==> config.mk <==
export PLATFORM = sky130hd
export DESIGN_NAME = spi_slave_rtl_engine_flat
export DESIGN_NICKNAME = d
export VERILOG_FILES = /design/src/rtl/spi_slave_rtl_engine_if.sv /design/src/rtl/spi_slave_rtl_engine.sv /design/src/flat_wrapper.sv
export SDC_FILE = /design/constraint.sdc
export NUM_CORES = 1
export LEC_CHECK = 0
export CAP_MARGIN = 40
export CORE_UTILIZATION = 40
export DETAILED_ROUTE_END_ITERATION = 7
export PLACE_DENSITY = 0.67
export SETUP_SLACK_MARGIN = 0.1
export SYNTH_ARGS = -nofsm -noshare
export SYNTH_HDL_FRONTEND = slang
export SYNTH_SLANG_ARGS = --single-unit
==> constraint.sdc <==
create_clock -name pclk -period 1.8 [get_ports pclk]
set_input_delay 0.36 -clock pclk [delete_from_list [all_inputs] [get_ports pclk]]
set_output_delay 0.36 -clock pclk [all_outputs]
set_load 0.005 [all_outputs]
==> src/rtl/spi_slave_rtl_engine_if.sv <==
// spi_slave_rtl_engine_if: SPI pins plus TX/RX word streams between master side and slave engine
interface spi_slave_rtl_engine_if #(
  parameter int DATA_WIDTH = 8
);
  logic cs_n;
  logic sclk;
  logic mosi;
  logic miso;
  logic miso_oe;
  logic [DATA_WIDTH-1:0] tx_data;
  logic tx_valid;
  logic tx_ready;
  logic [DATA_WIDTH-1:0] rx_data;
  logic rx_valid;
  logic rx_ready;
  modport slave (
    input cs_n, sclk, mosi, tx_data, tx_valid, rx_ready,
    output miso, miso_oe, tx_ready, rx_data, rx_valid
  );
  modport master (
    output cs_n, sclk, mosi, tx_data, tx_valid, rx_ready,
    input miso, miso_oe, tx_ready, rx_data, rx_valid
  );
endinterface

==> src/rtl/spi_slave_rtl_engine.sv <==
// spi_slave_rtl_engine: oversampled SPI slave (all CPOL/CPHA modes), RX FIFO, TX holding reg; SPI_SLV_STATUS_CNT_EN adds status counters
module spi_slave_rtl_engine #(
  parameter int DATA_WIDTH = 8,
  parameter int RX_FIFO_DEPTH = 4,
  parameter int SYNC_STAGES = 2
) (
  input logic pclk,
  input logic areset,
  input logic cpol,
  input logic cpha,
  spi_slave_rtl_engine_if.slave bus,
  output logic rx_overflow,
  output logic tx_underrun,
  output logic frame_err,
  output logic busy
`ifdef SPI_SLV_STATUS_CNT_EN
  ,
  output logic [15:0] ovf_count,
  output logic [15:0] urun_count,
  output logic [15:0] ferr_count
`endif
);
  localparam int AW = $clog2(RX_FIFO_DEPTH);
  localparam int CW = $clog2(DATA_WIDTH);
  localparam logic [AW:0] PTR_ONE = 1;
  localparam logic [CW-1:0] CNT_ONE = 1;
  localparam logic [CW-1:0] CNT_LAST = CW'(DATA_WIDTH - 1);
  typedef enum logic [1:0] {IDLE, LOAD, ACTIVE} state_t;
  state_t state_q, state_d;
  logic [SYNC_STAGES-1:0] sclk_sync_q, sclk_sync_d, cs_sync_q, cs_sync_d, mosi_sync_q, mosi_sync_d;
  logic sclk_prev_q, sclk_prev_d, cs_prev_q, cs_prev_d;
  logic cpol_q, cpol_d, cpha_q, cpha_d;
  logic [CW-1:0] bit_cnt_q, bit_cnt_d;
  logic [DATA_WIDTH-2:0] rx_sr_q, rx_sr_d;
  logic [DATA_WIDTH-1:0] tx_sr_q, tx_sr_d, tx_reg_q, tx_reg_d;
  logic tx_full_q, tx_full_d, urun_pend_q, urun_pend_d;
  logic miso_q, miso_d, oe_q, oe_d;
  logic ovf_q, ovf_d, urun_q, urun_d, ferr_q, ferr_d;
  logic [DATA_WIDTH-1:0] mem_q [RX_FIFO_DEPTH];
  logic [DATA_WIDTH-1:0] mem_d [RX_FIFO_DEPTH];
  logic [AW:0] wr_q, wr_d, rd_q, rd_d;
  logic sclk_s, cs_s, mosi_s, act, edge_s, lead, trail, smp, shf, word_done;
  logic empty, full, pop, push_ok;
  logic [DATA_WIDTH-1:0] rx_word;
  assign sclk_s = sclk_sync_q[SYNC_STAGES-1];
  assign cs_s = cs_sync_q[SYNC_STAGES-1];
  assign mosi_s = mosi_sync_q[SYNC_STAGES-1];
  assign act = state_q == ACTIVE && !cs_s;
  assign edge_s = act && sclk_s != sclk_prev_q;
  assign lead = edge_s && sclk_s != cpol_q;
  assign trail = edge_s && sclk_s == cpol_q;
  assign smp = cpha_q ? trail : lead;
  assign shf = (cpha_q ? lead : trail) && bit_cnt_q != '0;
  assign word_done = smp && bit_cnt_q == CNT_LAST;
  assign rx_word = {rx_sr_q, mosi_s};
  assign empty = wr_q == rd_q;
  assign full = wr_q == {~rd_q[AW], rd_q[AW-1:0]};
  assign pop = !empty && bus.rx_ready;
  assign push_ok = word_done && (!full || pop);
  always_comb begin
    sclk_sync_d = {sclk_sync_q[SYNC_STAGES-2:0], bus.sclk};
    cs_sync_d = {cs_sync_q[SYNC_STAGES-2:0], bus.cs_n};
    mosi_sync_d = {mosi_sync_q[SYNC_STAGES-2:0], bus.mosi};
    sclk_prev_d = sclk_s;
    cs_prev_d = cs_s;
    state_d = state_q;
    cpol_d = cpol_q;
    cpha_d = cpha_q;
    bit_cnt_d = bit_cnt_q;
    rx_sr_d = rx_sr_q;
    tx_sr_d = shf ? {tx_sr_q[DATA_WIDTH-2:0], 1'b0} : tx_sr_q;
    tx_reg_d = bus.tx_valid && !tx_full_q ? bus.tx_data : tx_reg_q;
    tx_full_d = tx_full_q ? !(state_q == LOAD || word_done) : bus.tx_valid;
    urun_pend_d = urun_pend_q;
    oe_d = oe_q;
    ovf_d = word_done && full && !pop;
    urun_d = 1'b0;
    ferr_d = 1'b0;
    mem_d = mem_q;
    wr_d = push_ok ? wr_q + PTR_ONE : wr_q;
    rd_d = pop ? rd_q + PTR_ONE : rd_q;
    if (push_ok) mem_d[wr_q[AW-1:0]] = rx_word;
    if (lead && urun_pend_q) begin
      urun_d = 1'b1;
      urun_pend_d = 1'b0;
    end
    if (smp) begin
      rx_sr_d = rx_word[DATA_WIDTH-2:0];
      bit_cnt_d = word_done ? '0 : bit_cnt_q + CNT_ONE;
    end
    if (word_done) begin
      tx_sr_d = tx_full_q ? tx_reg_q : '0;
      urun_pend_d = !tx_full_q;
    end
    if (state_q == IDLE && cs_prev_q && !cs_s) state_d = LOAD;
    if (state_q == LOAD) begin
      state_d = ACTIVE;
      cpol_d = cpol;
      cpha_d = cpha;
      bit_cnt_d = '0;
      oe_d = 1'b1;
      tx_sr_d = tx_full_q ? tx_reg_q : '0;
      urun_d = !tx_full_q;
    end
    if (state_q == ACTIVE && cs_s) begin
      state_d = IDLE;
      oe_d = 1'b0;
      tx_sr_d = '0;
      ferr_d = bit_cnt_q != '0;
      bit_cnt_d = '0;
      urun_pend_d = 1'b0;
    end
    miso_d = oe_d && tx_sr_d[DATA_WIDTH-1];
  end
  always_ff @(posedge pclk) begin
    if (areset) begin
      sclk_sync_q <= '0;
      cs_sync_q <= '0;
      mosi_sync_q <= '0;
      sclk_prev_q <= 1'b0;
      cs_prev_q <= 1'b0;
      state_q <= IDLE;
      cpol_q <= 1'b0;
      cpha_q <= 1'b0;
      bit_cnt_q <= '0;
      rx_sr_q <= '0;
      tx_sr_q <= '0;
      tx_reg_q <= '0;
      tx_full_q <= 1'b0;
      urun_pend_q <= 1'b0;
      miso_q <= 1'b0;
      oe_q <= 1'b0;
      ovf_q <= 1'b0;
      urun_q <= 1'b0;
      ferr_q <= 1'b0;
      mem_q <= '{default: '0};
      wr_q <= '0;
      rd_q <= '0;
    end else begin
      sclk_sync_q <= sclk_sync_d;
      cs_sync_q <= cs_sync_d;
      mosi_sync_q <= mosi_sync_d;
      sclk_prev_q <= sclk_prev_d;
      cs_prev_q <= cs_prev_d;
      state_q <= state_d;
      cpol_q <= cpol_d;
      cpha_q <= cpha_d;
      bit_cnt_q <= bit_cnt_d;
      rx_sr_q <= rx_sr_d;
      tx_sr_q <= tx_sr_d;
      tx_reg_q <= tx_reg_d;
      tx_full_q <= tx_full_d;
      urun_pend_q <= urun_pend_d;
      miso_q <= miso_d;
      oe_q <= oe_d;
      ovf_q <= ovf_d;
      urun_q <= urun_d;
      ferr_q <= ferr_d;
      mem_q <= mem_d;
      wr_q <= wr_d;
      rd_q <= rd_d;
    end
  end
  assign bus.miso = miso_q;
  assign bus.miso_oe = oe_q;
  assign bus.tx_ready = !tx_full_q;
  assign bus.rx_valid = !empty;
  assign bus.rx_data = empty ? '0 : mem_q[rd_q[AW-1:0]];
  assign rx_overflow = ovf_q;
  assign tx_underrun = urun_q;
  assign frame_err = ferr_q;
  assign busy = state_q != IDLE;
`ifdef SPI_SLV_STATUS_CNT_EN
  logic [15:0] ovf_cnt_q, ovf_cnt_d, urun_cnt_q, urun_cnt_d, ferr_cnt_q, ferr_cnt_d;
  always_comb begin
    ovf_cnt_d = ovf_cnt_q + 16'(ovf_q && ovf_cnt_q != 16'hFFFF);
    urun_cnt_d = urun_cnt_q + 16'(urun_q && urun_cnt_q != 16'hFFFF);
    ferr_cnt_d = ferr_cnt_q + 16'(ferr_q && ferr_cnt_q != 16'hFFFF);
  end
  always_ff @(posedge pclk) begin
    if (areset) begin
      ovf_cnt_q <= '0;
      urun_cnt_q <= '0;
      ferr_cnt_q <= '0;
    end else begin
      ovf_cnt_q <= ovf_cnt_d;
      urun_cnt_q <= urun_cnt_d;
      ferr_cnt_q <= ferr_cnt_d;
    end
  end
  assign ovf_count = ovf_cnt_q;
  assign urun_count = urun_cnt_q;
  assign ferr_count = ferr_cnt_q;
`endif
endmodule

==> src/flat_wrapper.sv <==
// flat-port wrapper written by rule: the top's interface ports become plain ports
module spi_slave_rtl_engine_flat 
#(
  parameter int DATA_WIDTH = 8,
  parameter int RX_FIFO_DEPTH = 4,
  parameter int SYNC_STAGES = 2
)
  (pclk, areset, cpol, cpha, rx_overflow, tx_underrun, frame_err, busy, bus_cs_n, bus_sclk, bus_mosi, bus_tx_data, bus_tx_valid, bus_rx_ready, bus_miso, bus_miso_oe, bus_tx_ready, bus_rx_data, bus_rx_valid);
  spi_slave_rtl_engine_if #(.DATA_WIDTH(DATA_WIDTH)) bus_i ();
  input logic pclk;
  input logic areset;
  input logic cpol;
  input logic cpha;
  output logic rx_overflow;
  output logic tx_underrun;
  output logic frame_err;
  output logic busy;
  input wire logic [$bits(bus_i.cs_n)-1:0] bus_cs_n;
  input wire logic [$bits(bus_i.sclk)-1:0] bus_sclk;
  input wire logic [$bits(bus_i.mosi)-1:0] bus_mosi;
  input wire logic [$bits(bus_i.tx_data)-1:0] bus_tx_data;
  input wire logic [$bits(bus_i.tx_valid)-1:0] bus_tx_valid;
  input wire logic [$bits(bus_i.rx_ready)-1:0] bus_rx_ready;
  output wire logic [$bits(bus_i.miso)-1:0] bus_miso;
  output wire logic [$bits(bus_i.miso_oe)-1:0] bus_miso_oe;
  output wire logic [$bits(bus_i.tx_ready)-1:0] bus_tx_ready;
  output wire logic [$bits(bus_i.rx_data)-1:0] bus_rx_data;
  output wire logic [$bits(bus_i.rx_valid)-1:0] bus_rx_valid;
  assign bus_i.cs_n = bus_cs_n;
  assign bus_i.sclk = bus_sclk;
  assign bus_i.mosi = bus_mosi;
  assign bus_i.tx_data = bus_tx_data;
  assign bus_i.tx_valid = bus_tx_valid;
  assign bus_i.rx_ready = bus_rx_ready;
  assign bus_miso = bus_i.miso;
  assign bus_miso_oe = bus_i.miso_oe;
  assign bus_tx_ready = bus_i.tx_ready;
  assign bus_rx_data = bus_i.rx_data;
  assign bus_rx_valid = bus_i.rx_valid;
  spi_slave_rtl_engine #(.DATA_WIDTH(DATA_WIDTH), .RX_FIFO_DEPTH(RX_FIFO_DEPTH), .SYNC_STAGES(SYNC_STAGES)) u_core (.pclk(pclk), .areset(areset), .cpol(cpol), .cpha(cpha), .bus(bus_i), .rx_overflow(rx_overflow), .tx_underrun(tx_underrun), .frame_err(frame_err), .busy(busy));
endmodule
# [Word-level counts from Yosys, hierarchy flattened]
# Cells that the tools add are included.
[word_totals] reg_bits=83 latchBits=0 mem_bits_rw=0 romBits=0 inputBits=17 out_inout_bits=16 word_cells=103 mem_count=0
[classes] add_sub_neg=3 n_mul=0 div_mod_pow=0 n_lt_le_gt_ge=3 n_eq_ne=8 shifts=0 muxes=24 n_bitwise=4 reduce_logical=34
[op_table] cell="8-bit 2-to-1 mux" n=9
[op_table] cell="32-bit bitwise mux" n=1
[op_table] cell="1-bit logical AND" n=17
[op_table] cell="8-bit binary-select mux with 2-bit select" n=1
[op_table] cell="8-bit demux with 2-bit select" n=1
[op_table] cell="3-bit by 1-bit adder with 3-bit output, second input constant" n=3
[op_table] cell="1-bit 2-to-1 mux" n=9
[op_table] cell="3-bit equality test" n=2
[op_table] cell="3-bit greater-or-equal comparator, second input constant" n=2
[op_table] cell="1-bit logical NOT" n=6
[op_table] cell="2-bit inverter with 3-bit output" n=2
[op_table] cell="2-bit nonzero test" n=3
[op_table] cell="3-bit nonzero test" n=2
[op_table] cell="2-bit 2-to-1 mux" n=2
[op_table] cell="2-bit OR reduction" n=2
[op_table] cell="3-bit equality test, second input constant" n=1
[op_table] cell="3-bit by 1-bit less-than comparator with 1-bit output, second input constant" n=1
[op_table] cell="3-bit 2-to-1 mux" n=1
[op_table] cell="3-bit OR reduction" n=1
[op_table] cell="2-bit by 1-bit equality test with 1-bit output, second input constant" n=1
[op_table] cell="2-bit equality test, second input constant" n=1
[op_table] cell="2-bit logical NOT" n=1
[op_table] cell="1-bit logical OR" n=2
[op_table] cell="1-bit != test" n=2
[op_table] cell="other kinds (2)" n=3

# [Depth between registers and ports, before layout]
# Gate-level depths: netlist (run 1).
[logic_depth] word_depth=11 mapped_depth=7 mapped_depth_nobuf=7

# [Worst setup path after synthesis (run 1)]
# Ideal clock, no wire load.
[synth_path] kind="flip-flop to flip-flop" start="register u_core.state_q[1]" end="register u_core.mem_q[0] (netlist name)" setup_time_ps=128 t_arrival_ps=1590 required_time_ps=1672 setup_slack_ps=83 path_stages_with_launch=7 path_buffers=1 path_cell_list="dfxtp_1 > nor3b_2 > nand2_1 > nor4b_2 > buf_6 > mux2i_1 > nor2_1"
[synth_via] elab_chain_cells=7 word_cells_on_any_way=8 cone_classes="1 x eq/ne; 1 x mux; 6 x reduce/logical"
[synth_lines] item="from (decl)" line_no="spi_slave_rtl_engine.sv:29" source="state_t state_q, state_d;"
[synth_lines] item="from (signal assigned)" line_no="spi_slave_rtl_engine.sv:145" source="state_q <= state_d;"
[synth_lines] item="2-bit equality test (*)" line_no="spi_slave_rtl_engine.sv:48" source="assign act = state_q == ACTIVE && !cs_s;"
[synth_lines] item="1-bit logical AND (*)" line_no="spi_slave_rtl_engine.sv:48"
[synth_lines] item="1-bit logical AND (*)" line_no="spi_slave_rtl_engine.sv:49" source="assign edge_s = act && sclk_s != sclk_prev_q;"
[synth_lines] item="1-bit logical AND, on equally long branches" line_no="spi_slave_rtl_engine.sv:50, spi_slave_rtl_engine.sv:51"
[synth_lines] item="1-bit 2-to-1 mux (*)" line_no="spi_slave_rtl_engine.sv:52" source="assign smp = cpha_q ? trail : lead;"
[synth_lines] item="1-bit logical AND (*)" line_no="spi_slave_rtl_engine.sv:54" source="assign word_done = smp && bit_cnt_q == CNT_LAST;"
[synth_lines] item="1-bit logical AND (*)" line_no="spi_slave_rtl_engine.sv:59" source="assign push_ok = word_done && (!full || pop);"
[synth_lines] item="to (signal assigned)" line_no="spi_slave_rtl_engine.sv:159" source="mem_q <= mem_d;"
[synth_lines] item="to (decl)" line_no="spi_slave_rtl_engine.sv:39" source="logic [DATA_WIDTH-1:0] mem_q [RX_FIFO_DEPTH];"
# Every way passes the cells marked *; elsewhere a longest branch is shown, timed or not.
# A chain may end at the register's enable or synchronous reset.

# [Worst setup path after layout (run 1)]
[layout_path] start="register u_core.rd_q[0]" end="output port bus_rx_data[1]"
[layout_via] elab_chain_cells=5 word_cells_on_any_way=6 cone_classes="1 x eq/ne; 4 x mux; 1 x bitwise"
[layout_lines] item="from (decl)" line_no="spi_slave_rtl_engine.sv:41" source="logic [AW:0] wr_q, wr_d, rd_q, rd_d;"
[layout_lines] item="from (signal assigned)" line_no="spi_slave_rtl_engine.sv:161" source="rd_q <= rd_d;"
[layout_lines] item="2-bit inverter with 3-bit output (not written as such)" line_no="spi_slave_rtl_engine.sv:168" source="assign bus.rx_data = empty ? '0 : mem_q[rd_q[AW-1:0]];"
[layout_lines] item="8-bit binary-select mux with 2-bit select" line_no="spi_slave_rtl_engine.sv:168"
[layout_lines] item="8-bit 2-to-1 mux (not written as such) (2 in a row)" line_no="spi_slave_rtl_engine.sv:168"
[layout_lines] item="8-bit 2-to-1 mux (*)" line_no="spi_slave_rtl_engine.sv:168"
[layout_lines] item="to (decl)" line_no="flat_wrapper.sv:27" source="output wire logic [$bits(bus_i.rx_data)-1:0] bus_rx_data;"
# Every way passes the cells marked *; elsewhere a longest branch is shown, timed or not. The select of a mux whose other input is x is not followed.

==> flow_summary.yaml, run 1 <==
run_status:
  status: "complete, but fails checks"
  failed_checks: "negative setup slack"
yosys:
  async_flop_share: 0
  synth_flop_cell: "dfxtp_1"
  synth.avg_cell_area_um2: 10.4
  synth_top_family_by_area: "multiplexers"
  yosysSeqAreaShare: 0.462
  synth_common_cells: "83 x dfxtp_1, 51 x mux2i_1, 50 x nor2_1, 27 x nand2_1, 22 x nor2b_1"
  synth.area.top_cells: "dfxtp_1 46%, mux2i_1 14%, nor2_1 5.2%, mux4_2 5.0%, nor2b_1 3.8%"
  synth-seq-cells: 83
  synth_nets: 372
  synth_fa_ha_area_frac: 0.0278
  yosys.area.top_type: "dfxtp_1"
  synth_cell_types: 42
  synth.most_common_cell: "dfxtp_1"
  synthMuxAreaShare: 0.202
  synth-compound-area-share: 0.0658
  netlist_instances: 347
  netlist_area_mm2: 0.00359
  synth_xor_area_frac: 0.0247
  synth_edf_count: 0
  synthSimpleGateAreaFrac: 0.181
  yosys_warnings: 0
  synth_top_area_frac: 0.462
pwr:
  p_leak_nw: 1.83
  pwr_density_cell_mw_per_mm2: 738
  power_mw: 3.52
  irDropWorstVdd_uv: 404
sta:
  hold_violations: 0
  slew_violations: 0
  setup_viol: 39
  setup_slack_ns: -0.173
  skew_ns: 0.0143
  rsz0062_at_grt: "true"
  slew_headroom: 0.534
  worst_pin_slew_ns: 0.700
  fin_crit_ns: 1.97
  tns_ns: -2.45
  clock.fmax_ghz: 0.507
  period_share: 1.10
detailed_routing:
  drc: 0
  wl_per_cell_um: 14.0
  via_per_inst: 4.98
  ant_nets: 0
  first_iter_violations: 77
  wirelength_mm: 7.52
  drtPass1Iterations: 4
  vias: 2662
cts:
  cts-buffers-inserted: 9
  cts_hold_buf: 0
  clockRootBuffer: "clkbuf_8"
  htreeDepth: 3
  cts_tree: "built"
  insertion_delay_ns: 0.35
  cts_max_path_buffers: 2
  cts_sinks: 83
  clk_pin_slew_ns: 0.08
die:
  core_area_mm2: 0.00872
  initial_utilization: 0.412
  ios: 33
  die_area_mm2: 0.00937
  row_count: 34
  fp.dieH_um: 96.8
  die_w_um: 96.8
worst_setup_path:
  crit_path_start_kind: "register"
  r2r_end: "u_core.mem_q[1]"
  arrival_ns: 1.61
  r2r_cells: 9
  rrSetupSlack_ns: -0.09
  end_kind: "output port"
  cp.required_ns: 1.44
  reg2reg_from: "u_core.rd_q[0]"
  worstPathMaxFanout: 3
  worst-setup-path-type: "reg2out"
global_routing:
  grt_use_met1: 0.212
  gr-usage-all-layers: 0.161
  grt_use_met3: 0.0332
  busiest_layer: "met2"
  antenna_found_initial: 0
  grt_max_degree: 68
  gr-usage-met2: 0.257
  grt_pass1_vias: 2572
  overflow: 0
  grt_first_pass_wirelength_mm: 12.2
placed_design:
  dp_hpwl_mm: 4.79
  place.gp.congestion: 0.760
  io_buffers: 32
  post_dp_cell_area_mm2: 0.00425
cells_and_area:
  finalInstanceArea_mm2: 0.00477
  drive_gt1_frac: 0.302
  antennaDiodeCount: 0
  fill_cells: 752
  nets: 447
  area_delta_synth_final_pct: 32.7
worst_hold_path:
  min_path_cells: 3
  hold_class: "in2reg"
  hold_end: "u_core.state_q[1]"
  holdCritStartpoint: "areset"
run:
  max_cap_viol_count: 0
[critical path, stage by stage (launching register included)]
cell and delay (ns):
dfxtp_4 0.39, buf_6 0.12, mux4_2 0.50, nor2b_1 0.14, buf_2 0.12
[worst max path at each step]
stage,startpoint,slack [ns],end,cells past startpoint
CTS,u_core.rd_q[0],-0.20,bus_rx_data[0],7
detailed placement,bus_rx_ready,-0.24,u_core.mem_q[0],7
global route,u_core.rd_q[0],-0.23,bus_rx_data[0],7
global placement,u_core.rd_q[0],-0.22,bus_rx_data[0],4
finish,u_core.rd_q[0],-0.17,bus_rx_data[1],4
floorplan,u_core.state_q[1],0.14,u_core.mem_q[0],6
[sequential cells by signal, summed over array words and instances, names as in the netlist, 3 cells and up]
register / count
u_core.rd_q: 3
u_core.bit_cnt_q: 3
u_core.wr_q: 3
u_core.tx_sr_q: 8
u_core.tx_reg_q: 8
u_core.mem_q: 32
u_core.rx_sr_q: 7
[cell families (layout without fill, tap and decap cells)]
kind of cell / Yosys count / in the layout
AND/OR/NAND/NOR: 122 / 122
flip-flops: 83 / 83
multiplexers: 61 / 61
AO/OA/AOI/OAI: 38 / 38
buffers and inverters: 27 / 107
adder cells (fa/ha/maj): 8 / 8
XOR/XNOR: 8 / 8
[power breakdown]
| part | switching, mW | internal, mW |
|---|---|---|
| Combinational | 0.0925 | 0.0801 |
| Clock | 0.660 | 0.819 |
| Sequential | 0.0148 | 1.85 |
[per-layer routing]
layer / vias to the layer above / share of wire
li1: 1340 / -
met1: 1287 / 0.49
met2: 28 / 0.48
met3: 7 / 0.024
met4: 0 / 0.013
met5: - / 0
[area by class of cell]
| type | count | area [um2] | area share |
|---|---|---|---|
| inverters | 7 | 26.3 | 0.00551 |
| repair buffers | 84 | 736 | 0.154 |
| flip-flops and latches | 83 | 1680 | 0.351 |
| clock inverters | 6 | 88.8 | 0.0186 |
| multi-input cells | 237 | 1970 | 0.413 |
| clock buffers | 10 | 138 | 0.0288 |
| well taps | 108 | 135 | 0.0283 |
[cell usage in the layout, fill, tap and decap left out, types with 2 or more instances in the layout]
master | Yosys | layout
dfxtp_1 | 83 | 78
nor2_1 | 50 | 49
mux2i_1 | 51 | 48
buf_4 | 6 | 33
nand2_1 | 27 | 25
clkdlybuf4s50_1 | 0 | 21
nor2b_1 | 22 | 19
buf_6 | 1 | 18
a21oi_1 | 15 | 15
clkbuf_8 | 0 | 10
buf_2 | 1 | 10
mux4_2 | 8 | 8
o21ai_1 | 8 | 8
o2111ai_2 | 0 | 8
ha_1 | 8 | 8
inv_1 | 7 | 6
xnor2_1 | 3 | 3
nor3b_2 | 2 | 3
nor4b_2 | 4 | 3
mux2i_2 | 0 | 3
dfxtp_4 | 0 | 3
nor2b_2 | 0 | 2
nor2_4 | 1 | 2
nand2_4 | 0 | 2
nand4b_1 | 2 | 2
nor4b_4 | 0 | 2
xor2_1 | 4 | 2
o21a_1 | 2 | 2
bufinv_16 | 0 | 2
clkinvlp_4 | 0 | 2
dfxtp_2 | 0 | 2
[through the flow]
stage	util	instances	hold WS (ns)	setup WS, ns
finish	0.547	535	0.385	-0.173
global route	0.547	535	0.396	-0.231
CTS	0.527	528	0.373	-0.196
detailed placement	0.488	507	0.431	-0.238
global placement	0.488	507	0.425	-0.224
floorplan	-	347	0.414	0.144
[timing repair]
action | 4_1_cts | 5_1_grt
endpoints found under the setup margin | 53 | 64
cloned | 0 | 2
pin swaps | 2 | 16
buffers inserted | 7 | 5
gates resized for setup | 66 | 31
(Power assumes the default switching activity.)
==> inputs of run 2 (changes only) <==
==> constraint.sdc (replaced) <==
create_clock -name pclk -period 1.8 [get_ports pclk]
set_input_delay 0.45 -clock pclk [delete_from_list [all_inputs] [get_ports pclk]]
set_output_delay 0.45 -clock pclk [all_outputs]
set_load 0.005 [all_outputs]
==> flow_summary.yaml, run 2 (synthesized netlist as in run 1, its figures left out) <==
run_status:
  status: "complete, but fails checks"
  failed_checks: "negative setup slack"
worst_setup_path:
  end_kind: "output port"
  cpMostUsedCell: "buf_6"
  arrival_ns: 1.70
  worstPathMaxFanout: 4
  crit_path_max_incr_delay_ns: 0.50
  cp.required_ns: 1.35
  crit_path_cell_trace: "buf_6 > buf_6 > mux4_2 > nor2b_1 > buf_2"
  crit_path_start_kind: "register"
  cp_slowest_cell: "mux4_2"
  worst-setup-path-type: "reg2out"
detailed_routing:
  ant_nets: 0
  drtPass1Iterations: 4
  via_per_inst: 5.01
  wirelength_mm: 7.36
  vias: 2661
  drc: 0
  wl_per_cell_um: 13.9
  first_iter_violations: 89
sta:
  rsz0062_at_grt: "true"
  setup_slack_ns: -0.346
  fin_crit_ns: 2.15
  slew_violations: 0
  tns_ns: -6.35
  skew_ns: 0.0148
  hold_violations: 0
  worst_pin_slew_ns: 0.695
  setup_viol: 42
  period_share: 1.19
  clock.fmax_ghz: 0.466
  slew_headroom: 0.537
cts:
  clk_pin_slew_ns: 0.09
  cts-buffers-inserted: 9
  cts_sinks: 83
  cts_hold_buf: 0
  clockRootBuffer: "clkbuf_8"
  cts_max_path_buffers: 2
  insertion_delay_ns: 0.36
  htreeDepth: 3
  cts_tree: "built"
cells_and_area:
  final_cell_count_no_fill: 531
  top_regs: "u_core.mem_q (32), u_core.tx_reg_q (8), u_core.tx_sr_q (8)"
  drive_gt1_frac: 0.298
  finalInstanceArea_mm2: 0.00472
  area_delta_synth_final_pct: 31.4
  nets: 443
  regMostFlops: "u_core.mem_q"
  fill_cells: 722
  largest_reg_flops: 32
  final_common_cell: "dfxtp_1"
  antennaDiodeCount: 0
  layout_common_cells: "76 x dfxtp_1, 51 x mux2i_1, 49 x nor2_1"
pwr:
  seq_power_share: 0.551
  pwr-share-comb: 0.048
  switchingPower_uw: 810
  p_clk_frac: 0.401
  p_sw_frac: 0.239
  cell_internal_pwr_mw: 2.58
  p_leak_nw: 1.78
  irDropWorstVdd_uv: 421
  power_mw: 3.39
  pwr_density_cell_mw_per_mm2: 718
die:
  initial_utilization: 0.412
  row_count: 34
  die_area_mm2: 0.00937
  die_w_um: 96.8
  ios: 33
  fp.dieH_um: 96.8
  core_area_mm2: 0.00872
global_routing:
  grt_first_pass_wirelength_mm: 12.3
  overflow: 0
  grt_pass1_vias: 2608
  antenna_found_initial: 0
  grt_max_degree: 68
  gr-usage-all-layers: 0.164
placed_design:
  place.gp.congestion: 0.759
  dp_hpwl_mm: 4.82
  pre_cts_ws_ns: -0.310
  io_buffers: 32
  dp_cells: 507
  post_dp_cell_area_mm2: 0.00425
worst_hold_path:
  hold_class: "reg2reg"
run:
  max_cap_viol_count: 0
-- run 2: changes by cell type in the layout (fill, tap and decap cells not counted), sizes merged --
cell	before	now
clkdlybuf4s15	0	1
bufinv	2	1
dlygate4sd2	0	1
buf	62	58
clkdlybuf4s50	21	20
clkbuf	11	10
clkinvlp	2	1
inv	7	9
-- run 2: final timing paths --
| path | slack, ns | start | to | cells after the start |
|---|---|---|---|---|
| max | -0.35 | u_core.rd_q[1] | bus_rx_data[3] | 5 |
| min | 0.44 | u_core.cs_sync_q[0] | u_core.cs_sync_q[1] | 1 |
| max reg2reg | -0.18 | u_core.rd_q[0] | u_core.mem_q[0] | 10 |
| min reg2reg | 0.44 | u_core.cs_sync_q[0] | u_core.cs_sync_q[1] | 1 |
-- run 2: through the flow --
step	utilization	hold slack [ns]
after floorplan	-	0.414
after global placement	0.488	0.425
after detailed placement	0.488	0.428
after CTS	0.527	0.441
after global routing	0.542	0.447
final	0.542	0.443
-- run 2: power by group through the flow --
stage	clock network (mW)	registers, mW	logic (mW)
6_report	1.36	1.87	0.164
5_1_grt	1.49	1.87	0.177
4_1_cts	1.39	1.87	0.158
3_5_place_dp	0	1.91	0.155
3_3_place_gp	0	1.91	0.153
2_1_floorplan	0	1.91	0.0791
-- run 2: layout make-up --
type / count / area, um2 / area share
multi-input combinational: 237 / 1970 / 0.417
clock inverter: 6 / 72.6 / 0.0154
sequential: 83 / 1680 / 0.356
inverter: 7 / 26.3 / 0.00556
timing repair buffer: 80 / 712 / 0.151
clock buffer: 10 / 128 / 0.0270
tap: 108 / 135 / 0.0286
-- run 2: critical path: cells and delay by family (launching register included) --
| family | cells | cell delay [ns] |
|---|---|---|
| flops | 1 | 0.38 |
| mux | 1 | 0.50 |
| simple gates | 1 | 0.15 |
| buf+inv | 3 | 0.32 |
-- run 2: layer usage --
metal | global-route usage | vias up | wire length (um)
met2 | 0.263 | 42 | 3540
met4 | 0.0551 | 0 | 69
met3 | 0.0434 | 10 | 216
met5 | 0 | - | 0
met1 | 0.214 | 1277 | 3540
li1 | - | 1332 | -
-- run 2: repair_timing --
item	CTS	global route
setup endpoints to repair	54	64
setup buffers	8	1
hold endpoints to repair	0	0
resized for setup	76	26
gates cloned	1	0
pin swaps	4	13
==> inputs of run 3 (changes only) <==
Settings changed: PLACE_DENSITY 0.67 to 0.65.
Clock period 1.8 ns to 2.05 ns, I/O delays scaled along.
==> flow_summary.yaml, run 3 (synthesized netlist as in run 1, its figures left out) <==
cts:
  cts-buffers-inserted: 9
  cts_sinks: 83
  cts_tree: "built"
  cts_max_path_buffers: 2
  clk_pin_slew_ns: 0.08
  htreeDepth: 3
  cts_hold_buf: 0
  insertion_delay_ns: 0.35
  clockRootBuffer: "clkbuf_8"
sta:
  setup_slack_ns: -0.138
  clock.fmax_ghz: 0.457
  worst_pin_slew_ns: 0.707
  period_share: 1.07
  setup_viol: 9
  rsz0062_at_grt: "true"
  skew_ns: 0.0122
  slew_violations: 0
  hold_violations: 0
  slew_headroom: 0.529
  timing.hold.ws_ns: 0.444
  fin_crit_ns: 2.19
detailed_routing:
  ant_nets: 0
  via_per_inst: 5.08
  drc: 0
  vias: 2669
  wl_per_cell_um: 14.0
  first_iter_violations: 101
  drtPass1Iterations: 4
  wirelength_mm: 7.33
worst_setup_path:
  cp.required_ns: 1.54
  rrSetupSlack_ns: 0.20
  worstPathMaxFanout: 4
  end_kind: "output port"
  r2r_end: "u_core.mem_q[6]"
  r2r_cells: 9
  arrival_ns: 1.68
  reg2reg_from: "u_core.rd_q[0]"
  worst-setup-path-type: "reg2out"
  crit_path_start_kind: "register"
run_status:
  status: "complete, but fails checks"
  failed_checks: "negative setup slack"
placed_design:
  dp_hpwl_mm: 4.79
  io_buffers: 32
  place.gp.congestion: 0.756
worst_hold_path:
  hold_end: "u_core.cs_sync_q[1]"
  holdCritStartpoint: "u_core.cs_sync_q[0]"
  hold_class: "reg2reg"
  min_path_cells: 1
die:
  die_w_um: 96.8
  fp.dieH_um: 96.8
  die_area_mm2: 0.00937
  core_area_mm2: 0.00872
  ios: 33
  initial_utilization: 0.412
  row_count: 34
cells_and_area:
  post-route-util: 0.529
  top_regs: "u_core.mem_q (32), u_core.tx_reg_q (8), u_core.tx_sr_q (8)"
  antennaDiodeCount: 0
  regMostFlops: "u_core.mem_q"
  nets: 438
  area_delta_synth_final_pct: 28.4
  final_common_cell: "dfxtp_1"
  fill_cells: 769
  drive_gt1_frac: 0.249
  largest_reg_flops: 32
  layout_common_cells: "77 x dfxtp_1, 51 x mux2i_1, 50 x nor2_1"
global_routing:
  grt_pass1_vias: 2625
  antenna_found_initial: 0
  overflow: 0
  grt_max_degree: 68
  gr-usage-all-layers: 0.163
  grt_first_pass_wirelength_mm: 12.3
pwr:
  irDropWorstVdd_uv: 380
  p_leak_nw: 1.77
  pwr_density_cell_mw_per_mm2: 652
run:
  max_cap_viol_count: 0
## run 3: cell types whose count changed in the layout (fill, tap and decap cells not counted), sizes merged
cell           delta
clkdlybuf4s15     -1
inv               -2
buf               -5
clkinvlp          -1
bufinv            +1
clkinv            +1
clkdlybuf4s50     +1
## run 3: timing repair
action                     4_1_cts  5_1_grt
hold endpoints to repair         0        0
pin swaps                        1        3
gates resized for setup         59       21
cloned                           1        0
setup endpoints to repair       30       44
buffers inserted                 9        4
## run 3: worst max path at each step
stage | from | endpoint | slack, ns | cells past startpoint
2_1_floorplan | u_core.rd_q[1] | bus_rx_data[0] | 0.31 | 5
3_3_place_gp | bus_rx_ready | u_core.mem_q[0] | -0.12 | 7
3_5_place_dp | u_core.rd_q[0] | bus_rx_data[7] | -0.16 | 6
4_1_cts | u_core.rd_q[0] | bus_rx_data[7] | -0.19 | 7
5_1_grt | u_core.rd_q[0] | bus_rx_data[1] | -0.22 | 5
6_report | u_core.rd_q[0] | bus_rx_data[0] | -0.14 | 5
## run 3: layer usage
layer  global-route usage  share of wire  up-vias
met4               0.0586          0.012        0
met5                    0              0        -
li1                     -              -     1326
met3               0.0484          0.036        8
met2                0.256           0.49       53
met1                0.212           0.46     1282
## run 3: cell type report
| cell class | count | area [um2] | share of cell area |
|---|---|---|---|
| Clock inverter | 5 | 78.8 | 0.0171 |
| Clock buffer | 10 | 128 | 0.0277 |
| Multi-Input combinational cell | 237 | 1910 | 0.414 |
| Inverter | 7 | 26.3 | 0.00569 |
| Timing Repair Buffer | 75 | 663 | 0.144 |
| Sequential cell | 83 | 1670 | 0.362 |
| Tap cell | 108 | 135 | 0.0293 |
## run 3: stage by stage
step / setup WS, ns / cells / cell area [um2] / power (mW) / TNS [ns]
6_report: -0.138 / 525 / 4610 / 3.01 / -0.995
5_1_grt: -0.225 / 525 / 4610 / 3.15 / -1.80
4_1_cts: -0.185 / 523 / 4480 / 3.03 / -1.27
3_5_place_dp: -0.155 / 498 / 4170 / 1.81 / -3.76
3_3_place_gp: -0.115 / 498 / 4170 / 1.81 / -3.34
2_1_floorplan: 0.311 / 347 / 3590 / 1.75 / 0
## run 3: worst max-delay path: stages, from the launching register on
cell	delay, ns
dfxtp_4	0.37
buf_6	0.10
buf_6	0.11
mux4_2	0.49
nor2b_4	0.14
buf_2	0.12
## run 3: power breakdown
part | switching, mW | internal (mW)
logic | 0.0743 | 0.0647
registers | 0.0122 | 1.63
clock network | 0.548 | 0.678
